<file path="config.mk">
export PLATFORM = sky130hd
export DESIGN_NAME = data_mem_access_unit
export DESIGN_NICKNAME = d
export VERILOG_FILES = /design/src/rtl/data_mem_access_unit.sv
export SDC_FILE = /design/constraint.sdc
export NUM_CORES = 1
export LEC_CHECK = 0
export ABC_CLOCK_PERIOD_IN_PS = 2000
export CAP_MARGIN = 10
export CORE_MARGIN = 1
export CORE_UTILIZATION = 41
export CTS_BUF_LIST = sky130_fd_sc_hd__clkbuf_8 sky130_fd_sc_hd__clkbuf_16
export DETAILED_ROUTE_END_ITERATION = 12
export PLACE_DENSITY = 0.88
export RECOVER_POWER = 25
export SLEW_MARGIN = 40
export SYNTH_ARGS = -nofsm -noshare
export SYNTH_HDL_FRONTEND = slang
export SYNTH_SLANG_ARGS = --single-unit
</file>
<file path="constraint.sdc">
create_clock -name clk -period 2 [get_ports clk]
set_clock_uncertainty 0.05 [all_clocks]
set_input_delay 0.3 -clock clk [delete_from_list [all_inputs] [get_ports clk]]
set_output_delay 0.3 -clock clk [all_outputs]
set_load 0.005 [all_outputs]
</file>
<file path="src/rtl/data_mem_access_unit.sv">
// data_mem_access_unit: byte/half/word load-store initiator for a word-addressed memory port (optional misalignment trap: DMAU_MISALIGN_TRAP_EN)
module data_mem_access_unit #(
  parameter int WIDTH = 16
) (
  input  logic             clk,
  input  logic             rst_n,
  input  logic             req_valid,
  output logic             req_ready,
  input  logic             req_write,
  input  logic [1:0]       req_size,
  input  logic             req_signed,
  input  logic [WIDTH+1:0] req_addr,
  input  logic [31:0]      req_wdata,
  output logic             done,
  output logic [31:0]      rdata,
  output logic             err,
  output logic [WIDTH-1:0] mem_address,
  output logic [31:0]      mem_data_in,
  output logic             mem_write,
  output logic             mem_read,
  input  logic [31:0]      mem_data_out,
  input  logic             mem_stall
);
  typedef enum logic [2:0] {IDLE, READ, MERGE, WRITE, DONE} state_t;
  state_t state, state_d;
  logic wr_q, sgn_q, accept, misalign, trap, capture;
  logic [1:0] size_q, lane_q, lane_in;
  logic [31:0] wdata_q, shifted, ext, lane_mask, merged;
  logic [31:0] rdata_d, mem_data_in_d;
  logic [WIDTH-1:0] mem_address_d;
  logic done_d, err_d, mem_read_d, mem_write_d;
  assign req_ready = state == IDLE;
  assign accept = req_valid & req_ready;
  assign capture = state == READ && !mem_stall;
  assign misalign = req_size[1] ? |req_addr[1:0] : req_size[0] & req_addr[0];
`ifdef DMAU_MISALIGN_TRAP_EN
  assign trap = misalign;
`else
  assign trap = 1'b0;
`endif
  // low address bits a lane selection may use: halves align to addr[1], words to lane 0
  assign lane_in = req_size[1] ? 2'b00 : req_size[0] ? {req_addr[1], 1'b0} : req_addr[1:0];
  // lane extraction for loads and lane replacement for sub-word stores
  always_comb begin
    shifted = mem_data_out >> {lane_q, 3'b000};
    ext = size_q[1] ? mem_data_out :
          size_q[0] ? {{16{sgn_q & shifted[15]}}, shifted[15:0]} :
                      {{24{sgn_q & shifted[7]}}, shifted[7:0]};
    lane_mask = (size_q[0] ? 32'h0000_FFFF : 32'h0000_00FF) << {lane_q, 3'b000};
    merged = (mem_data_out & ~lane_mask) | ((wdata_q << {lane_q, 3'b000}) & lane_mask);
  end
  // state and registered outputs; request fields latched on accept
  always_ff @(posedge clk or negedge rst_n) begin
    if (!rst_n) begin
      state <= IDLE;
      done <= 1'b0;
      err <= 1'b0;
      rdata <= '0;
      mem_read <= 1'b0;
      mem_write <= 1'b0;
      mem_address <= '0;
      mem_data_in <= '0;
      wr_q <= 1'b0;
      sgn_q <= 1'b0;
      size_q <= '0;
      lane_q <= '0;
      wdata_q <= '0;
    end else begin
      state <= state_d;
      done <= done_d;
      err <= err_d;
      rdata <= rdata_d;
      mem_read <= mem_read_d;
      mem_write <= mem_write_d;
      mem_address <= mem_address_d;
      mem_data_in <= mem_data_in_d;
      if (accept) begin
        wr_q <= req_write;
        sgn_q <= req_signed;
        size_q <= req_size;
        lane_q <= lane_in;
        wdata_q <= req_wdata;
      end
    end
  end
  // next state: word stores skip the read, sub-word stores read then merge
  always_comb begin
    state_d = state;
    case (state)
      IDLE:    if (accept) state_d = trap ? DONE : (req_write && req_size[1]) ? WRITE : READ;
      READ:    if (!mem_stall) state_d = wr_q ? MERGE : DONE;
      MERGE:   state_d = WRITE;
      WRITE:   state_d = DONE;
      DONE:    state_d = IDLE;
      default: state_d = IDLE;
    endcase
  end
  // next values of the registered outputs, derived from the next state
  always_comb begin
    mem_read_d = state_d == READ;
    mem_write_d = state_d == WRITE;
    done_d = state_d == DONE;
    err_d = accept && trap;
    rdata_d = (capture && !wr_q) ? ext : 32'd0;
    mem_address_d = accept ? req_addr[WIDTH+1:2] : mem_address;
    mem_data_in_d = (accept && req_write && req_size[1]) ? req_wdata :
                    (capture && wr_q) ? merged : mem_data_in;
  end
endmodule
</file>
== Word level (Yosys, flattened, before mapping) ==
Cells that the tools add are included.

* Eq/ne operators: 6
* Shift operators: 3
* Multiplexer cells: 13
* Bitwise logic cells: 7
* Reductions and logical operators: 10

{| class="wikitable"
|+ Operators by type and width
! kind !! number
|-
| two-way mux 32 bit || 5
|-
| AND 32 bit || 2
|-
| inverter 32 bit || 1
|-
| bitwise OR 32 bit || 1
|-
| left shift 16 x 5 -> 32 bit || 1
|-
| left shift 32 x 5 -> 32 bit || 1
|-
| >> shifter 32 x 5 -> 16 bit || 1
|-
| two-way mux 16 bit || 1
|-
| case mux 3 bit (4 select lines) || 1
|-
| equality test 3 x 2 -> 1 bit, second input constant || 3
|-
| two-way mux 3 bit || 3
|-
| equality test 3 x 1 -> 1 bit, second input constant || 2
|-
| logical AND 1 bit || 6
|-
| two-way mux 2 bit || 2
|-
| AND 1 bit || 3
|-
| equality test 3 bit, second input constant || 1
|-
| zero test 3 bit || 1
|-
| zero test 1 bit || 2
|-
| nonzero test 2 bit || 1
|-
| two-way mux 1 bit || 1
|}

* Register bits: 124
* Bits of input ports: 90
* Output and inout port bits: 85
* Logic and storage cells: 51

== Logic depth before layout (Yosys ltp) ==
Gate-level depths: netlist of run 1.

* Depth in word-level cells: 7
* Depth in mapped cells: 7
* Gate-level depth less buffers: 4

== Worst setup path after synthesis of run 1 ==
No wires, ideal clock.

* Kind: reg2reg
* From: register lane_q[0]
* To: register rdata[21]
* Library setup time: 0.064 ns
* Data arrival time: 1.748 ns
* Data required time: 1.886 ns
* Slack: 0.138 ns
* Cell stages (with the launch flop): 7
* Path buffers: 2
* Period minus slack after synthesis: 1.862 ns
* Cell sequence: dfrtp_1 > buf_6 > mux2i_1 > mux4_2 > nor4b_4 > buf_6 > a21o_1

* Word-level cells in the longest chain between the ends: 5
* Elaborated cells between the ends (all ways): 6
* Those cells by class: 1 x shift; 3 x mux; 2 x bitwise

{| class="wikitable"
|+ Ends and longest elaborated chain
! element !! RTL line !! text
|-
| from (decl) || 27 || <nowiki>logic [1:0] size_q, lane_q, lane_in;</nowiki>
|-
| from (signal assigned) || 81 || <nowiki>lane_q <= lane_in;</nowiki>
|-
| >> shifter 32 x 5 -> 16 bit * || 45 || <nowiki>shifted = mem_data_out >> {lane_q, 3'b000};</nowiki>
|-
| AND 1 bit (on tied branches) || 48, 47 ||
|-
| two-way mux 32 bit * || 47 || <nowiki>size_q[0] ? {{16{sgn_q & shifted[15]}}, shifted[15:0]} :</nowiki>
|-
| two-way mux 32 bit * || 46 || <nowiki>ext = size_q[1] ? mem_data_out :</nowiki>
|-
| two-way mux 32 bit * || 104 || <nowiki>rdata_d = (capture && !wr_q) ? ext : 32'd0;</nowiki>
|-
| via rdata_d[21] || 29 || <nowiki>logic [31:0] rdata_d, mem_data_in_d;</nowiki>
|-
| to (signal assigned) || 72 || <nowiki>rdata <= rdata_d;</nowiki>
|-
| to (decl) || 15 || <nowiki>output logic [31:0] rdata,</nowiki>
|}

The timed path passes the listed nets; every way through them passes the cells marked *.
A chain may end at the register's enable or synchronous reset.

== Worst setup path after layout of run 1 ==
* From: register lane_q[0]
* To: register rdata[20]

The elaborated chain is that of the path after synthesis.

==> results.sh, run 1 <==
export IMPL_synth_top_area_cell="dfrtp_1"
export IMPL_end_kind="flip-flop"
export IMPL_clock_sinks=108
export IMPL_grt_total_usage_pct=25.4
export IMPL_cp_data_required_time_ns=2.24
export IMPL_drive_gt1_share_pct=13.8
export IMPL_synth_top_family_by_area="compound AO/OA/AOI/OAI gates"
export IMPL_htree_levels=3
export IMPL_seq_area_um2=2710
export IMPL_setup_tns_ns=0
export IMPL_period_share_pct=98.2
export IMPL_via_count=4526
export IMPL_slew_viol_final=0
export IMPL_grt_pass1_wl_um=24900
export IMPL_drtIter0Drc=552
export IMPL_worst_slack_ns=0.0359
export IMPL_cts_max_path_buffers=2
export IMPL_io_pins=175
export IMPL_synth_common_cells="dfrtp_1, mux2_2, nand2_1"
export IMPL_p_total_mw=10.6
export IMPL_fillCellCount=948
export IMPL_multi_input_area_um2=2140
export IMPL_synthesis_area_um2=5050
export IMPL_synth_compound_area_share_pct=23.5
export IMPL_die_x_um=113
export IMPL_fin_hold_ws_ns=0.385
export IMPL_hpwl_um=11600
export IMPL_hold_viol=0
export IMPL_cp_arrival_ns=2.21
export IMPL_power_density_nw_per_um2=1440
export IMPL_maxCapViolations=0
export IMPL_area_delta_synth_final_pct=46.1
export IMPL_wire_per_inst_um=20.3
export IMPL_clk_pin_slew_ns=0.07
export IMPL_synth_flop_cell="dfrtp_1"
export IMPL_synthSimpleGateAreaFrac_pct=8.05
export IMPL_vias_per_cell=5.89
export IMPL_diodes=0
export IMPL_dp_slack_ns=-0.231
export IMPL_fp_dieH_um=113
export IMPL_worst_ir_drop_vdd_v=0.000732
export IMPL_dpl_cell_area_um2=7060
export IMPL_cts_tree="done"
export IMPL_slew_limit_headroom_pct=5.15
export IMPL_start_util_pct=42.0
export IMPL_cts_buffers=9
export IMPL_synth_edff_count=0
export IMPL_first_pass_iters=6
export IMPL_synthArstFlopShare_pct=100
export IMPL_synth_seq_cells=108
export IMPL_outcome="completed"
export IMPL_synth_mux_area_share_pct=10.2
export IMPL_ys_seq_area_share_pct=53.5
export IMPL_ys_top_cells_by_area="dfrtp_1, mux2_2, a221o_1"
export IMPL_design_core_area_um2=12000
export IMPL_overflow=0
export IMPL_syn_area_per_cell_um2=11.3
export IMPL_fin_crit_ns=1.96
export IMPL_ys_types=46
export IMPL_finalInstanceArea_um2=7380
export IMPL_portBuffers=173
export IMPL_grt_max_degree=109
export IMPL_startpoint_type="flip-flop"
export IMPL_drc=0
export IMPL_drt_wl_total_um=15600
export IMPL_root_buffer="clkbuf_16"
export IMPL_grt_pass1_vias=4611
export IMPL_yosysTopAreaCellShare_pct=53.5
export IMPL_p_leak_nw=3.23
export IMPL_maxClockFrequency_mhz=509
export IMPL_top_layer="met4"
export IMPL_tightest_slew_ns=1.42
export IMPL_dr_wl_met3_um=1360
export IMPL_gp_congestion=0.933
export IMPL_wl_met1_um=6520
export IMPL_insertion_delay_ns=0.35
export IMPL_ys_warn_count=0
export IMPL_finalNetCount=708
export IMPL_drt_antenna_violating_nets=0
export IMPL_final_setup_viol_count=0
export IMPL_wl_met2_um=7350
export IMPL_antenna_found_initial=0
export IMPL_synthAdderAreaFrac_pct=0
export IMPL_synth_xor_area_share_pct=0
export IMPL_syn_inst=446
export IMPL_critPathKind="reg2reg"
export IMPL_hold_path_class="in2async"
export IMPL_synth_net_count=536
export IMPL_rsz0062_at_grt="true"
export IMPL_num_rows=40
export IMPL_cp_max_fo=20
export IMPL_dieArea_um2=12800
export IMPL_yosysMostFrequentCell="dfrtp_1"
-- flip-flops by register name, indices dropped and copies added (netlist names) --
name and count:
done 1, lane_q 2, mem_address 16, mem_data_in 32
mem_read 1, mem_write 1, rdata 32, sgn_q 1
size_q 2, state 3, wdata_q 16, wr_q 1
-- where the power goes --
part           switching [mW]  leakage, nW  internal (mW)
Sequential              0.648         1.37           3.05
Clock                   0.774        0.150           1.08
Combinational            2.25         1.71           2.79
Total                    3.67         3.23           6.92
-- repair_timing --
action	in CTS	in global routing
hold buffers	0	0
buffers inserted	0	1
setup endpoints to repair	16	16
resized for setup	2	1
-- logic make-up (layout without fill, tap and decap cells) --
kind of cell | after synthesis | in the layout
compound gates | 154 | 154
buf+inv | 55 | 231
flops | 108 | 108
mux | 45 | 45
other cells | 1 | 1
simple gates | 83 | 83
-- critical path, cell delays in order (launching register included) --
cell and delay (ns):
dfrtp_2 0.46, buf_12 0.17, nand2b_4 0.14, mux4_2 0.50, nor4b_4 0.29, buf_12 0.18
a21o_1 0.10
-- cell type report --
class	count	share of cell area, %
inverter	16	0.814
timing repair buffer	200	26.9
clock buffer	9	3.05
sequential	108	36.7
multi-input combinational	283	29.0
tap	147	2.49
clock inverter	6	1.12
-- cells in the final DEF (no fill, tap or decap), types with 4 or more instances in the layout --
cell type	count
inv_1	18
dfrtp_1	106
o21a_1	5
mux2i_1	10
buf_12	4
buf_4	22
clkdlybuf4s50_1	172
mux2_2	33
o2bb2ai_1	7
o21ai_0	11
a22oi_1	12
nand2_1	33
nor2_1	26
a221o_1	26
o22ai_1	13
a211oi_1	9
o221ai_1	6
a221oi_1	13
a21o_1	22
a21oi_1	17
clkbuf_16	9
-- layer usage --
| metal | GRT usage [%] | vias to the layer above |
|---|---|---|
| li1 | - | 2011 |
| met1 | 34.6 | 2194 |
| met2 | 39.4 | 280 |
| met3 | 6.91 | 41 |
| met4 | 8.33 | 0 |
| met5 | 0 | - |
-- stage by stage --
step,instances,util (%)
2_1_floorplan,446,-
3_3_place_gp,753,58.8
3_5_place_dp,753,58.8
4_1_cts,768,61.4
5_1_grt,769,61.4
6_report,769,61.4
-- worst paths after layout --
kind                             endpoint  cells past startpoint      startpoint  slack [ns]
max                             rdata[20]                      6       lane_q[0]        0.04
min                        mem_address[9]                      2           rst_n        0.39
max reg2reg                     rdata[20]                      6       lane_q[0]        0.04
min reg2reg                mem_address[8]                      1  mem_address[8]        0.46
max in group asynchronous       lane_q[0]                      2           rst_n        0.58
min in group clk           mem_address[8]                      1  mem_address[8]        0.46
Power figures use the tool's default switching activity.
==> inputs of run 2 (changes only) <==
--- a/config.mk
+++ b/config.mk
@@ -7,11 +7,13 @@
 export LEC_CHECK = 0
 export ABC_CLOCK_PERIOD_IN_PS = 2000
 export CAP_MARGIN = 10
+export CELL_PAD_IN_SITES_DETAIL_PLACEMENT = 1
+export CELL_PAD_IN_SITES_GLOBAL_PLACEMENT = 1
 export CORE_MARGIN = 1
-export CORE_UTILIZATION = 41
+export CORE_UTILIZATION = 31
 export CTS_BUF_LIST = sky130_fd_sc_hd__clkbuf_8 sky130_fd_sc_hd__clkbuf_16
 export DETAILED_ROUTE_END_ITERATION = 12
-export PLACE_DENSITY = 0.88
+export PLACE_DENSITY = 0.87
 export RECOVER_POWER = 25
 export SLEW_MARGIN = 40
 export SYNTH_ARGS = -nofsm -noshare
==> run 2 against run 1 <==
Against the previous run:
- combinational power is 6.9% higher
- the flow now finishes with violations (negative setup slack)
- final cell count increased by 12%
- die area up 32%
- non-clock buffer count grew 20
- clock power decreased by 5%
==> results.sh, run 2 (same netlist as run 1, synthesis figures left out) <==
export IMPL_outcome="finished, violations left"
export IMPL_violations="negative setup slack"
export IMPL_worst_ir_drop_vdd_v=0.000524
export IMPL_dieArea_um2=16800
export IMPL_dpl_cell_area_um2=7240
export IMPL_slew_limit_headroom_pct=27.6
export IMPL_final_common_cell="clkdlybuf4s50_1"
export IMPL_finalInstanceArea_um2=7660
export IMPL_cts_max_path_buffers=2
export IMPL_num_rows=46
export IMPL_fin_hold_ws_ns=0.464
export IMPL_grt_pass1_vias=4829
export IMPL_via_count=4646
export IMPL_die_x_um=130
export IMPL_cts_buffers=9
export IMPL_overflow=0
export IMPL_insertion_delay_ns=0.36
export IMPL_antenna_found_initial=0
export IMPL_fp_dieH_um=130
export IMPL_maxClockFrequency_mhz=492
export IMPL_place_inst=833
export IMPL_area_delta_synth_final_pct=51.7
export IMPL_mostFrequentLayoutCells="clkdlybuf4s50_1, dfrtp_1, buf_4"
export IMPL_finalNetCount=728
export IMPL_reg_largest_list="mem_data_in x32, rdata x32"
export IMPL_hold_viol=0
export IMPL_maxCapViolations=0
export IMPL_slew_viol_final=0
export IMPL_drc=0
export IMPL_period_share_pct=102
export IMPL_clk_pin_slew_ns=0.07
export IMPL_grt_total_usage_pct=22.1
export IMPL_first_pass_iters=4
export IMPL_gp_congestion=0.860
export IMPL_hpwl_um=13800
export IMPL_root_buffer="clkbuf_16"
export IMPL_portBuffers=173
export IMPL_io_pins=175
export IMPL_cts_tree="done"
export IMPL_worst_slack_ns=-0.0338
export IMPL_p_total_mw=10.9
export IMPL_utilization_pct=48.2
export IMPL_seq_area_um2=2710
export IMPL_power_density_nw_per_um2=1420
export IMPL_setup_tns_ns=-0.307
export IMPL_multi_input_area_um2=2150
export IMPL_wire_per_inst_um=21.9
export IMPL_fin_crit_ns=2.03
export IMPL_end_kind="flip-flop"
export IMPL_rsz0062_at_grt="true"
export IMPL_grt_pass1_wl_um=27800
export IMPL_cp_arrival_ns=2.29
export IMPL_hold_path_class="reg2reg"
export IMPL_grt_max_degree=41
export IMPL_critPathKind="reg2reg"
export IMPL_cp_data_required_time_ns=2.25
export IMPL_design_core_area_um2=15900
export IMPL_start_util_pct=31.8
export IMPL_diodes=0
export IMPL_drt_wl_total_um=18800
export IMPL_p_leak_nw=3.34
export IMPL_final_setup_viol_count=16
export IMPL_fin_cells=859
export IMPL_dp_slack_ns=-0.271
export IMPL_tightest_slew_ns=1.09
export IMPL_cp_max_fo=8
export IMPL_drtIter0Drc=314
export IMPL_drive_gt1_share_pct=16.8
export IMPL_htree_levels=3
export IMPL_startpoint_type="flip-flop"
export IMPL_clock_sinks=108
export IMPL_vias_per_cell=5.41
export IMPL_drt_antenna_violating_nets=0
export IMPL_fillCellCount=1716
==> run 2: cell type report <==
cell class,instances,area share [%]
multi-input combinational,283,28.0
clock buffer,11,3.30
tap,216,3.53
sequential,108,35.3
inverter,16,0.784
timing repair buffer,220,28.6
clock inverter,5,0.457
==> run 2: power by group <==
part / leakage, nW / total, mW / switching, mW / internal (mW)
Combinational: 1.84 / 5.39 / 2.42 / 2.97
Clock: 0.136 / 1.75 / 0.837 / 0.914
Sequential: 1.37 / 3.73 / 0.674 / 3.05
Total: 3.34 / 10.9 / 3.93 / 6.94
==> run 2: routing by layer <==
layer | global-route usage (%) | wire (µm) | share of wire (%) | vias to the layer above
li1 | - | - | - | 2052
met1 | 29.8 | 8150 | 43 | 2394
met2 | 36.3 | 9240 | 49 | 176
met3 | 3.59 | 1010 | 5.4 | 24
met4 | 7.11 | 373 | 2.0 | 0
met5 | 0 | 0 | 0 | -
==> run 2: path summary, 6_finish.rpt <==
check                                 endpoint      startpoint  slack [ns]  cells past startpoint
min in group asynchronous       mem_address[8]           rst_n        0.63                      2
worst max register to register       rdata[21]       lane_q[0]       -0.03                      7
max in group asynchronous            lane_q[0]           rst_n        0.50                      3
worst max-delay path                 rdata[21]       lane_q[0]       -0.03                      7
worst min register to register  mem_address[4]  mem_address[4]        0.46                      1
worst min-delay path            mem_address[4]  mem_address[4]        0.46                      1
==> run 2: critical path: stages (launching register included) <==
cell and delay (ns):
dfrtp_2 0.46, buf_4 0.17, mux2i_1 0.13, mux4_2 0.51, nor4b_4 0.23, buf_4 0.19, clkbuf_16 0.15, a21o_1 0.09
==> run 2: what timing repair did <==
item	CTS	global route
hold buffers	1	0
buffers inserted	0	7
gates resized for setup	1	5
endpoints found under the setup margin	3	19
cloned	0	2
hold endpoints to repair	38	0
==> inputs of run 3 (changes only) <==
--- a/config.mk
+++ b/config.mk
@@ -9,9 +9,11 @@
 export CAP_MARGIN = 10
 export CELL_PAD_IN_SITES_DETAIL_PLACEMENT = 1
 export CELL_PAD_IN_SITES_GLOBAL_PLACEMENT = 1
+export CORE_ASPECT_RATIO = 0.7
 export CORE_MARGIN = 1
 export CORE_UTILIZATION = 31
 export CTS_BUF_LIST = sky130_fd_sc_hd__clkbuf_8 sky130_fd_sc_hd__clkbuf_16
+export CTS_CLUSTER_DIAMETER = 80
 export DETAILED_ROUTE_END_ITERATION = 12
 export PLACE_DENSITY = 0.87
 export RECOVER_POWER = 25
==> run 3 against run 2 <==
Against the previous run:
- hold slack got worse by 0.099 ns
- setup slack better by 0.039 ns
- sequential power about the same
- maximum frequency rose by 1.9%
- first-iteration DRC count rose by 6.1%
- the flow now finishes without violations
- sequential share of layout area down 0.18 points
- critical path depth down 2
- register-to-register slack better by 0.04 ns
- combinational power increased by 4%
- via count is 1.2% higher
- global-route usage is 0.56 points higher
- non-clock buffer count grew 5
==> results.sh, run 3 (same netlist as run 1, synthesis figures left out) <==
export IMPL_outcome="completed"
export IMPL_tightest_slew_ns=0.776
export IMPL_p_int_mw=7.08
export IMPL_io_pins=175
export IMPL_clock_sinks=108
export IMPL_drtIter0Drc=333
export IMPL_fp_dieH_um=109
export IMPL_rsz0062_at_grt="true"
export IMPL_die_x_um=155
export IMPL_wire_per_inst_um=22.3
export IMPL_dieArea_um2=16800
export IMPL_num_rows=38
export IMPL_combPwrFrac_pct=50.2
export IMPL_r2r_cells=5
export IMPL_worst_ir_drop_vdd_v=0.000637
export IMPL_drive_gt1_share_pct=18.8
export IMPL_switching_share_pct=36.4
export IMPL_rr_endpoint="rdata[30]"
export IMPL_drt_wl_total_um=18900
export IMPL_area_delta_synth_final_pct=52.4
export IMPL_slew_viol_final=0
export IMPL_cts_max_path_buffers=2
export IMPL_cts_tree="done"
export IMPL_drc=0
export IMPL_fin_crit_ns=2.00
export IMPL_portBuffers=173
export IMPL_critPathKind="reg2reg"
export IMPL_cp_data_required_time_ns=2.23
export IMPL_via_count=4703
export IMPL_cp_arrival_ns=2.23
export IMPL_grt_total_usage_pct=22.7
export IMPL_grt_pass1_vias=4814
export IMPL_hold_viol=0
export IMPL_rrSetupSlack_ns=0.005
export IMPL_reg_largest_list="mem_data_in x32, rdata x32"
export IMPL_power_density_nw_per_um2=1450
export IMPL_dp_slack_ns=-0.313
export IMPL_crit_path_end="rdata[30]"
export IMPL_grt_max_degree=50
export IMPL_drt_antenna_violating_nets=0
export IMPL_startpoint="lane_q[0]"
export IMPL_final_common_cell="clkdlybuf4s50_1"
export IMPL_overflow=0
export IMPL_clkPwrFrac_pct=16.6
export IMPL_htree_levels=3
export IMPL_grt_pass1_wl_um=28300
export IMPL_slew_limit_headroom_pct=48.3
export IMPL_final_setup_viol_count=0
export IMPL_first_pass_iters=8
export IMPL_cts_buffers=9
export IMPL_seq_power_share_pct=33.3
export IMPL_finalNetCount=733
export IMPL_utilization_pct=49.0
export IMPL_end_kind="flip-flop"
export IMPL_dpl_cell_area_um2=7310
export IMPL_mostFrequentLayoutCells="clkdlybuf4s50_1, dfrtp_1, buf_4"
export IMPL_p_switching_mw=4.05
export IMPL_vias_per_cell=5.55
export IMPL_root_buffer="clkbuf_16"
export IMPL_cp_max_fo=16
export IMPL_insertion_delay_ns=0.35
export IMPL_p_leak_nw=3.41
export IMPL_worst_slack_ns=0.00495
export IMPL_finalInstanceArea_um2=7690
export IMPL_design_core_area_um2=15700
export IMPL_clk_pin_slew_ns=0.07
export IMPL_gp_congestion=0.851
export IMPL_maxClockFrequency_mhz=501
export IMPL_startpoint_type="flip-flop"
export IMPL_period_share_pct=99.8
export IMPL_diodes=0
export IMPL_rr_startpoint="lane_q[0]"
export IMPL_maxCapViolations=0
export IMPL_hold_path_class="in2reg"
export IMPL_antenna_found_initial=0
export IMPL_hpwl_um=14400
export IMPL_start_util_pct=32.2
## run 3: worst max-delay path, cell delays in order, from the launching register on
cell     delay [ns]
dfrtp_2        0.47
mux2i_2        0.19
mux4_2         0.54
nor4b_4        0.37
buf_12         0.19
a21o_1         0.11
## run 3: what timing repair did
item / CTS / global route
pin swaps: 0 / 1
gates cloned: 0 / 0
setup endpoints to repair: 6 / 24
resized for setup: 4 / 13
hold buffers: 1 / 0
endpoints found under the hold margin: 27 / 0
buffers inserted: 0 / 1
## run 3: final cells by class
class                           instances  area (µm²)
Multi-Input combinational cell        283        2190
Clock inverter                          6        71.3
Clock buffer                           10         239
Fill cell                            1657        8000
Inverter                               16        63.8
Timing Repair Buffer                  225        2180
Sequential cell                       108        2700
Tap cell                              200         250
## run 3: metal layers
| layer | vias up | GRT usage [%] | part of all wire, % |
|---|---|---|---|
| li1 | 2064 | - | - |
| met1 | 2412 | 33.0 | 47 |
| met2 | 210 | 35.0 | 45 |
| met3 | 17 | 4.85 | 7.4 |
| met4 | 0 | 4.10 | 0.73 |
| met5 | - | 0 | 0 |
## run 3: worst min path at each step
stage,endpoint,cells after the start,start
6_report,rdata[15],3,mem_data_out[15]
5_1_grt,rdata[31],2,mem_data_out[31]
4_1_cts,mem_address[15],2,rst_n
3_5_place_dp,mem_address[15],1,rst_n
3_3_place_gp,state[2],1,rst_n
2_1_floorplan,done,0,rst_n
## run 3: power groups by stage
stage	clock [mW]	combinational [mW]	sequential, mW
after global placement	0	5.22	3.63
after global routing	1.97	6.00	3.79
after floorplan	0	2.66	3.56
after detailed placement	0	5.42	3.69
final	1.85	5.58	3.70
after CTS	1.88	5.50	3.67
## run 3: per-stage QoR
stage / power (mW) / hold WS (ns) / std cells / setup TNS, ns
3_3_place_gp: 8.85 / 0.208 / 830 / -3.92
4_1_cts: 11.1 / 0.427 / 847 / 0
5_1_grt: 11.8 / 0.359 / 848 / -0.256
3_5_place_dp: 9.11 / 0.221 / 830 / -6.97
6_report: 11.1 / 0.365 / 848 / 0
2_1_floorplan: 6.22 / -0.0456 / 446 / 0
